## src/rtl/pac_pkg.sv

```systemverilog
// Shared direction encoding and helpers for the tile-grid movement controllers
// (player sprite and ghosts).
package pac_pkg;

  localparam logic [1:0] DIR_L = 2'd0;
  localparam logic [1:0] DIR_R = 2'd1;
  localparam logic [1:0] DIR_U = 2'd2;
  localparam logic [1:0] DIR_D = 2'd3;

  typedef enum logic {
    ST_IDLE = 1'b0,
    ST_MOVE = 1'b1
  } move_state_e;

  // L<->R and U<->D differ only in the low bit of the heading code.
  function automatic logic [1:0] opposite(input logic [1:0] d);
    return {d[1], ~d[0]};
  endfunction

  // Bit of the legal-exit mask for a heading: L=3, R=2, U=1, D=0.
  function automatic logic [1:0] leg_idx(input logic [1:0] d);
    return ~d;
  endfunction

  // Index width for a count of n items, never narrower than one bit.
  function automatic int idx_w(input int n);
    return (n > 1) ? $clog2(n) : 1;
  endfunction

endpackage

```

## src/rtl/pac_move_ctrl_if.sv

```systemverilog
// Request/position bundle between the joystick/renderer side and the
// movement controller.
interface pac_move_ctrl_if #(
  parameter int COL_W = 3,
  parameter int ROW_W = 3
);

  logic             en;
  logic             l;
  logic             r;
  logic             u;
  logic             d;
  logic [9:0]       xpos;
  logic [9:0]       ypos;
  logic [COL_W-1:0] tile_col;
  logic [ROW_W-1:0] tile_row;
  logic [1:0]       dir;
  logic             moving;
  logic [3:0]       leg;
  logic             tile_enter;

  modport master (
    output en, l, r, u, d,
    input  xpos, ypos, tile_col, tile_row, dir, moving, leg, tile_enter
  );

  modport slave (
    input  en, l, r, u, d,
    output xpos, ypos, tile_col, tile_row, dir, moving, leg, tile_enter
  );

endinterface

```

## src/rtl/pac_legal_rom.sv

```systemverilog
// Parametrised legal-exit table: (col,row) -> 4-bit mask {L,R,U,D}.
// Out-of-grid coordinates read as a fully walled tile.
module pac_legal_rom
  import pac_pkg::*;
#(
  parameter int GRID_COLS = 8,
  parameter int GRID_ROWS = 8,
  parameter int COL_W     = idx_w(GRID_COLS),
  parameter int ROW_W     = idx_w(GRID_ROWS),
  parameter logic [GRID_ROWS*GRID_COLS*4-1:0] LEGAL_INIT = '0
) (
  input  logic [COL_W-1:0] col,
  input  logic [ROW_W-1:0] row,
  output logic [3:0]       leg
);

  always_comb begin
    leg = 4'b0000;
    for (int rr = 0; rr < GRID_ROWS; rr++) begin
      for (int cc = 0; cc < GRID_COLS; cc++) begin
        if (row == ROW_W'(rr) && col == COL_W'(cc)) begin
          leg = LEGAL_INIT[4*(rr*GRID_COLS+cc) +: 4];
        end
      end
    end
  end

endmodule

```

## src/rtl/pac_move_ctrl.sv

```systemverilog
// Player tile-grid movement controller: queued turns applied at tile centres,
// wall stops, instant reversal, optional edge tunnels, one pixel per step tick.
module pac_move_ctrl
  import pac_pkg::*;
#(
  parameter int GRID_COLS = 8,
  parameter int GRID_ROWS = 8,
  parameter int TILE_PX   = 60,
  parameter int ORIGIN_X  = 150,
  parameter int ORIGIN_Y  = 34,
  parameter int START_COL = 1,
  parameter int START_ROW = 1,
  parameter int STEP_DIV  = 4,
  parameter bit WRAP_EN   = 1'b1,
  parameter logic [GRID_ROWS*GRID_COLS*4-1:0] LEGAL_INIT = '0
) (
  input  logic           clk,
  input  logic           rst_n,
  pac_move_ctrl_if.slave io
);

  localparam int COL_W = idx_w(GRID_COLS);
  localparam int ROW_W = idx_w(GRID_ROWS);
  localparam int SUB_W = $clog2(TILE_PX);
  localparam int DIV_W = idx_w(STEP_DIV);

  localparam logic [SUB_W-1:0] SUB_MID  = SUB_W'(TILE_PX / 2);
  localparam logic [SUB_W-1:0] SUB_LAST = SUB_W'(TILE_PX - 1);
  localparam logic [COL_W-1:0] COL_LAST = COL_W'(GRID_COLS - 1);
  localparam logic [ROW_W-1:0] ROW_LAST = ROW_W'(GRID_ROWS - 1);
  localparam logic [DIV_W-1:0] DIV_LAST = DIV_W'(STEP_DIV - 1);

  logic [COL_W-1:0] col, col_nxt;
  logic [ROW_W-1:0] row, row_nxt;
  logic [SUB_W-1:0] sub_x, sub_x_nxt;
  logic [SUB_W-1:0] sub_y, sub_y_nxt;
  logic [1:0]       dir, dir_nxt;
  move_state_e      state, state_nxt;
  logic [1:0]       pend_dir, pend_dir_nxt;
  logic             pend_v, pend_v_nxt;
  logic [DIV_W-1:0] div_cnt, div_nxt;
  logic             tile_enter, tile_enter_nxt;

  logic [3:0]       leg_raw;
  logic [3:0]       wall_mask;
  logic [3:0]       leg_eff;
  logic             req_any;
  logic [1:0]       req_dir;
  logic             pv_eff;
  logic [1:0]       pd_eff;
  logic             at_centre;
  logic             tick;
  logic             do_move;
  logic [1:0]       mv_dir;

  pac_legal_rom #(
    .GRID_COLS (GRID_COLS),
    .GRID_ROWS (GRID_ROWS),
    .COL_W     (COL_W),
    .ROW_W     (ROW_W),
    .LEGAL_INIT(LEGAL_INIT)
  ) u_legal_rom (
    .col(col),
    .row(row),
    .leg(leg_raw)
  );

  // Without tunnels, an exit off the grid edge is treated as a wall.
  always_comb begin
    wall_mask = 4'b1111;
    if (!WRAP_EN) begin
      if (col == '0)      wall_mask[3] = 1'b0;
      if (col == COL_LAST) wall_mask[2] = 1'b0;
      if (row == '0)      wall_mask[1] = 1'b0;
      if (row == ROW_LAST) wall_mask[0] = 1'b0;
    end
  end

  assign leg_eff = leg_raw & wall_mask;

  // A request arriving this cycle is seen by this cycle's tick (bypass).
  assign req_any   = io.l | io.r | io.u | io.d;
  assign req_dir   = io.l ? DIR_L : io.r ? DIR_R : io.u ? DIR_U : DIR_D;
  assign pv_eff    = req_any | pend_v;
  assign pd_eff    = req_any ? req_dir : pend_dir;
  assign at_centre = (sub_x == SUB_MID) && (sub_y == SUB_MID);
  assign tick      = io.en && (div_cnt == DIV_LAST);

  always_comb begin
    state_nxt    = state;
    dir_nxt      = dir;
    pend_dir_nxt = pd_eff;
    pend_v_nxt   = pv_eff;
    div_nxt      = div_cnt;
    do_move      = 1'b0;
    mv_dir       = dir;
    if (io.en) begin
      div_nxt = tick ? '0 : div_cnt + 1'b1;
      if (tick) begin
        if (at_centre) begin
          if (pv_eff && leg_eff[leg_idx(pd_eff)]) begin
            dir_nxt    = pd_eff;
            mv_dir     = pd_eff;
            pend_v_nxt = 1'b0;
            state_nxt  = ST_MOVE;
            do_move    = 1'b1;
          end else if (state == ST_MOVE && leg_eff[leg_idx(dir)]) begin
            do_move = 1'b1;
          end else begin
            state_nxt = ST_IDLE;
          end
        end else begin
          // Between centres only a reversal can be honoured; turns wait.
          do_move = 1'b1;
          if (pv_eff && pd_eff == opposite(dir)) begin
            dir_nxt    = pd_eff;
            mv_dir     = pd_eff;
            pend_v_nxt = 1'b0;
          end
        end
      end
    end
  end

  always_comb begin
    col_nxt   = col;
    row_nxt   = row;
    sub_x_nxt = sub_x;
    sub_y_nxt = sub_y;
    if (do_move) begin
      case (mv_dir)
        DIR_L: begin
          if (sub_x == '0) begin
            sub_x_nxt = SUB_LAST;
            col_nxt   = (col == '0) ? COL_LAST : col - 1'b1;
          end else begin
            sub_x_nxt = sub_x - 1'b1;
          end
        end
        DIR_R: begin
          if (sub_x == SUB_LAST) begin
            sub_x_nxt = '0;
            col_nxt   = (col == COL_LAST) ? '0 : col + 1'b1;
          end else begin
            sub_x_nxt = sub_x + 1'b1;
          end
        end
        DIR_U: begin
          if (sub_y == '0) begin
            sub_y_nxt = SUB_LAST;
            row_nxt   = (row == '0) ? ROW_LAST : row - 1'b1;
          end else begin
            sub_y_nxt = sub_y - 1'b1;
          end
        end
        default: begin
          if (sub_y == SUB_LAST) begin
            sub_y_nxt = '0;
            row_nxt   = (row == ROW_LAST) ? '0 : row + 1'b1;
          end else begin
            sub_y_nxt = sub_y + 1'b1;
          end
        end
      endcase
    end
  end

  assign tile_enter_nxt = do_move && (sub_x_nxt == SUB_MID) && (sub_y_nxt == SUB_MID);

  always_ff @(posedge clk) begin
    if (!rst_n) begin
      col        <= COL_W'(START_COL);
      row        <= ROW_W'(START_ROW);
      sub_x      <= SUB_MID;
      sub_y      <= SUB_MID;
      dir        <= DIR_L;
      state      <= ST_IDLE;
      pend_dir   <= DIR_L;
      pend_v     <= 1'b0;
      div_cnt    <= '0;
      tile_enter <= 1'b0;
    end else begin
      col        <= col_nxt;
      row        <= row_nxt;
      sub_x      <= sub_x_nxt;
      sub_y      <= sub_y_nxt;
      dir        <= dir_nxt;
      state      <= state_nxt;
      pend_dir   <= pend_dir_nxt;
      pend_v     <= pend_v_nxt;
      div_cnt    <= div_nxt;
      tile_enter <= tile_enter_nxt;
    end
  end

  assign io.xpos       = 10'(ORIGIN_X) + 10'(col) * 10'(TILE_PX) + 10'(sub_x);
  assign io.ypos       = 10'(ORIGIN_Y) + 10'(row) * 10'(TILE_PX) + 10'(sub_y);
  assign io.tile_col   = col;
  assign io.tile_row   = row;
  assign io.dir        = dir;
  assign io.moving     = (state == ST_MOVE);
  assign io.leg        = leg_eff;
  assign io.tile_enter = tile_enter;

endmodule

```

## src/flat_wrapper.sv

```systemverilog
// flat-port wrapper written by rule: the top's interface ports become plain ports
module pac_move_ctrl_flat import pac_pkg::*;
#(
  parameter int GRID_COLS = 8,
  parameter int GRID_ROWS = 8,
  parameter int TILE_PX   = 60,
  parameter int ORIGIN_X  = 150,
  parameter int ORIGIN_Y  = 34,
  parameter int START_COL = 1,
  parameter int START_ROW = 1,
  parameter int STEP_DIV  = 4,
  parameter bit WRAP_EN   = 1'b1,
  parameter logic [GRID_ROWS*GRID_COLS*4-1:0] LEGAL_INIT = '0
)
  (clk, rst_n, io_en, io_l, io_r, io_u, io_d, io_xpos, io_ypos, io_tile_col, io_tile_row, io_dir, io_moving, io_leg, io_tile_enter);
  pac_move_ctrl_if #(.COL_W(3), .ROW_W(3)) io_i ();
  input  logic clk;
  input  logic rst_n;
  input wire logic [$bits(io_i.en)-1:0] io_en;
  input wire logic [$bits(io_i.l)-1:0] io_l;
  input wire logic [$bits(io_i.r)-1:0] io_r;
  input wire logic [$bits(io_i.u)-1:0] io_u;
  input wire logic [$bits(io_i.d)-1:0] io_d;
  output wire logic [$bits(io_i.xpos)-1:0] io_xpos;
  output wire logic [$bits(io_i.ypos)-1:0] io_ypos;
  output wire logic [$bits(io_i.tile_col)-1:0] io_tile_col;
  output wire logic [$bits(io_i.tile_row)-1:0] io_tile_row;
  output wire logic [$bits(io_i.dir)-1:0] io_dir;
  output wire logic [$bits(io_i.moving)-1:0] io_moving;
  output wire logic [$bits(io_i.leg)-1:0] io_leg;
  output wire logic [$bits(io_i.tile_enter)-1:0] io_tile_enter;
  assign io_i.en = io_en;
  assign io_i.l = io_l;
  assign io_i.r = io_r;
  assign io_i.u = io_u;
  assign io_i.d = io_d;
  assign io_xpos = io_i.xpos;
  assign io_ypos = io_i.ypos;
  assign io_tile_col = io_i.tile_col;
  assign io_tile_row = io_i.tile_row;
  assign io_dir = io_i.dir;
  assign io_moving = io_i.moving;
  assign io_leg = io_i.leg;
  assign io_tile_enter = io_i.tile_enter;
  pac_move_ctrl #(.GRID_COLS(GRID_COLS), .GRID_ROWS(GRID_ROWS), .TILE_PX(TILE_PX), .ORIGIN_X(ORIGIN_X), .ORIGIN_Y(ORIGIN_Y), .START_COL(START_COL), .START_ROW(START_ROW), .STEP_DIV(STEP_DIV), .WRAP_EN(WRAP_EN), .LEGAL_INIT(LEGAL_INIT)) u_core (.clk(clk), .rst_n(rst_n), .io(io_i));
endmodule
```

## config.mk

```make
export PLATFORM = sky130hd
export DESIGN_NAME = pac_move_ctrl_flat
export DESIGN_NICKNAME = d
export VERILOG_FILES = /design/src/rtl/pac_pkg.sv /design/src/rtl/pac_move_ctrl_if.sv /design/src/rtl/pac_legal_rom.sv /design/src/rtl/pac_move_ctrl.sv /design/src/flat_wrapper.sv
export SDC_FILE = /design/constraint.sdc
export NUM_CORES = 1
export LEC_CHECK = 0
export ABC_AREA = 1
export BUFFER_PORTS_ARGS = -buffer_cell sky130_fd_sc_hd__buf_4
export CORE_MARGIN = 4
export CORE_UTILIZATION = 40
export DETAILED_ROUTE_END_ITERATION = 12
export GPL_ROUTABILITY_DRIVEN = 1
export SLEW_MARGIN = 10
export SYNTH_ARGS = -nofsm -noshare
export SYNTH_HDL_FRONTEND = slang
export SYNTH_SLANG_ARGS = --single-unit
```

## constraint.sdc

```tcl
create_clock -name clk -period 5 [get_ports clk]
set_input_delay 0.75 -clock clk [delete_from_list [all_inputs] [get_ports clk]]
set_output_delay 0.75 -clock clk [all_outputs]
set_load 0.01 [all_outputs]
```

==> flow_summary_export.csv <==
group,metric,value,unit
worst_setup_path,cpMostUsedCell,"ha_1",
synthesis,synth.top_cell.area_share,0.181,
floorplan,die_w,96.2,um
timing,fmax,225,MHz
global_route,met3_usage,0.0172,
timing,hold_violations,0,
placed_design,routabilityCongestion,0.812,
timing,slew_violations,0,
clock_tree,clk_pin_slew_worst_paths,90,ps
floorplan,die_area,0.00926,mm2
power,fin_total_pwr,375,uW
power,p_leak,1.80,nW
detailed_routing,drtPass1Iterations,4,
worst_setup_path,path_class,"register to output pin",
worst_setup_path,path_delay_family,"adder cells",
global_route,antenna_found_initial,0,
synthesis,avgSynthCellArea,7.12,um2
synthesis,syn_area,0.00311,mm2
synthesis,ys_seq_area_frac,0.167,
finish,n_fill_cell,754,
timing,tightest_slew,550,ps
placed_design,place_hpwl,5350,um
global_route,grt-ovfl-total,0,
synthesis,yosys_warnings,0,
timing,setup_viol,0,
global_route,busiest_layer,"met2",
synthesis,synth_top_area_cell,"ha_1",
synthesis,ys_types,42,
power,power.density,109,mW/mm2
placed_design,port-buffer-count,35,
global_route,grtUsageMet2,0.279,
finish,syn_to_final_growth,10.7,%
synthesis,synth_common_cells,"nand2_1 (77), inv_1 (67), ha_1 (45)",
finish,seq_area,520,um2
synthesis,async_reset_ff_frac,0,
floorplan,row_count,31,
global_route,grt_pass1_vias,2556,
detailed_routing,drc,0,
global_route,grt_use_total,0.154,
global_route,grt_max_degree,17,
hold_path,min_path_type,"register to register",
clock_tree,post_cts_buffers,0,
detailed_routing,via_count,2714,
worst_setup_path,path_cells,"fa_1 > ha_1 > fa_1 > ha_1 > ha_1 > nand2_1 > o21ai_0 > a21oi_1 > or2_2 > xor2_1 > buf_4",
timing,finClkSkew,3.35,ps
job,cap_viol_max_count,0,
power,vdd_ir_drop_max,0.0784,mV
global_route,grt_pass1_wl,11500,um
clock_tree,clock_latency,270,ps
worst_setup_path,crit_path_end_kind,"output pin",
floorplan,fp.dieH,96.2,um
detailed_routing,drtIter0Drc,88,
synthesis,syn-instance-count,437,
detailed_routing,post_drt_wl_per_cell,11.8,um
worst_setup_path,critPathMaxStageDelay,560,ps
floorplan,core,0.00741,mm2
detailed_routing,wl,6660,um
timing,maxSlewHeadroom,0.633,
run_status,status,"finished clean",
clock_tree,cts_max_level,1,
synthesis,synth_seq_cells,26,
clock_tree,cts_max_path_buffers,2,
synthesis,yosysMostFrequentCell,"nand2_1",
timing,finalSetupTns,0,ps
finish,fin_nets,525,
finish,n_antenna_cell,0,
worst_setup_path,cp.buffers_inverters,1,
synthesis,synth.area.top_cells,"ha_1 (18%), dfxtp_1 (17%), nand2_1 (9.3%), inv_1 (8.1%), xor2_1 (6.8%)",
worst_setup_path,required,4250,ps
floorplan,start_util,0.420,
finish,final_util,0.465,
finish,drive_gt1_frac,0.159,
worst_setup_path,arrival,3690,ps
timing,period_share,0.889,
synthesis,synth_edf_count,0,
clock_tree,cts_buffers,3,
clock_tree,cts_resized,0,
timing,rsz0062_at_grt,"false",
worst_setup_path,critPathSlowestCell,"dfxtp_1",
clock_tree,cts_hold_buf,0,
clock_tree,cts-root-buf,"clkbuf_8",
worst_setup_path,worst_setup_path_start_kind,"register",
finish,multiInputGateArea,0.00221,mm2
global_route,met1_usage,0.190,
worst_setup_path,worstPathMaxFanout,10,
detailed_routing,detail-route-antenna-nets,0,
clock_tree,cts_sinks,26,
detailed_routing,vias_per_cell,4.82,
synthesis,synthFlopType,"dfxtp_1",
clock_tree,cts_tree,"done",
timing,fin_crit,4440,ps
floorplan,ios,41,
==> registers in the layout, summed over array words and instances (netlist names) <==
signal                count
u_core.sub_y              6
u_core.io.tile_row        3
u_core.pend_v             1
u_core.io.dir             2
u_core.io.tile_enter      1
u_core.div_cnt            2
u_core.sub_x              6
u_core.pend_dir           2
u_core.io.tile_col        3
==> worst min-delay path, delay by kind of cell (launching register included) <==
family	cells	cell delay, ps
AO/OA/AOI/OAI	2	180
flip-flops	1	320
==> power breakdown <==
group	switching (mW)	internal, mW	total (mW)
logic	0.0149	0.00860	0.0235
clock network	0.0696	0.0705	0.140
registers	0.00127	0.210	0.211
total	0.0858	0.289	0.375
==> through the flow <==
step / std cells / hold WS (ps) / setup slack, ps / cell area (um2)
after floorplan: 441 / 494 / 1040 / 3130
after global placement: 559 / 515 / 918 / 3390
after detailed placement: 559 / 525 / 850 / 3390
after CTS: 563 / 548 / 520 / 3450
after global routing: 563 / 588 / 350 / 3450
final: 563 / 541 / 557 / 3450
==> layer usage <==
layer  up-vias  share of wire
met3         4          0.033
met4         0         0.0095
li1       1427              -
met2        41           0.50
met5         -              0
met1      1242           0.46
==> cell families (layout without fill, tap and decap cells) <==
| family | Yosys count | count (layout) | synth area share |
|---|---|---|---|
| simple gates | 190 | 190 | 0.296 |
| buf+inv | 88 | 111 | 0.127 |
| fa+ha+maj | 53 | 53 | 0.232 |
| compound gates | 52 | 52 | 0.100 |
| xor+xnor | 27 | 27 | 0.0760 |
| flops | 26 | 26 | 0.167 |
| other cells | 1 | 5 | 0.00120 |
==> placed cells by master (no fill, tap or decap), drive strengths merged <==
cell     n
a31oi    3
o311a    1
nand2   87
buf     35
o211ai   2
or2      1
nand4    8
clkbuf   4
a21boi   1
o21bai   3
inv     72
nor4     2
nand3   35
nor2    50
xnor2    3
xor2    24
nand3b   2
o21ai   23
nor3     4
a21oi   18
ha      45
fa       8
a21o     1
conb     5
dfxtp   26
nor3b    1
==> path summary, 6_finish.rpt <==
kind                              start               endpoint  slack [ps]  depth (start not counted)
setup / recovery  u_core.io.tile_col[2]             io_xpos[8]         560                         11
hold / removal        u_core.div_cnt[1]      u_core.div_cnt[1]         540                          2
setup reg to reg       u_core.io.dir[1]  u_core.io.tile_col[1]        2270                         11
hold reg to reg       u_core.div_cnt[1]      u_core.div_cnt[1]         540                          2
==> layout make-up <==
cell class / count / share of cell area
clock buffer: 4 / 0.0160
inverter: 72 / 0.0784
sequential: 26 / 0.151
timing repair buffer: 35 / 0.0763
tap: 99 / 0.0359
multi-input combinational: 327 / 0.642
Power figures use the tool's default switching activity.
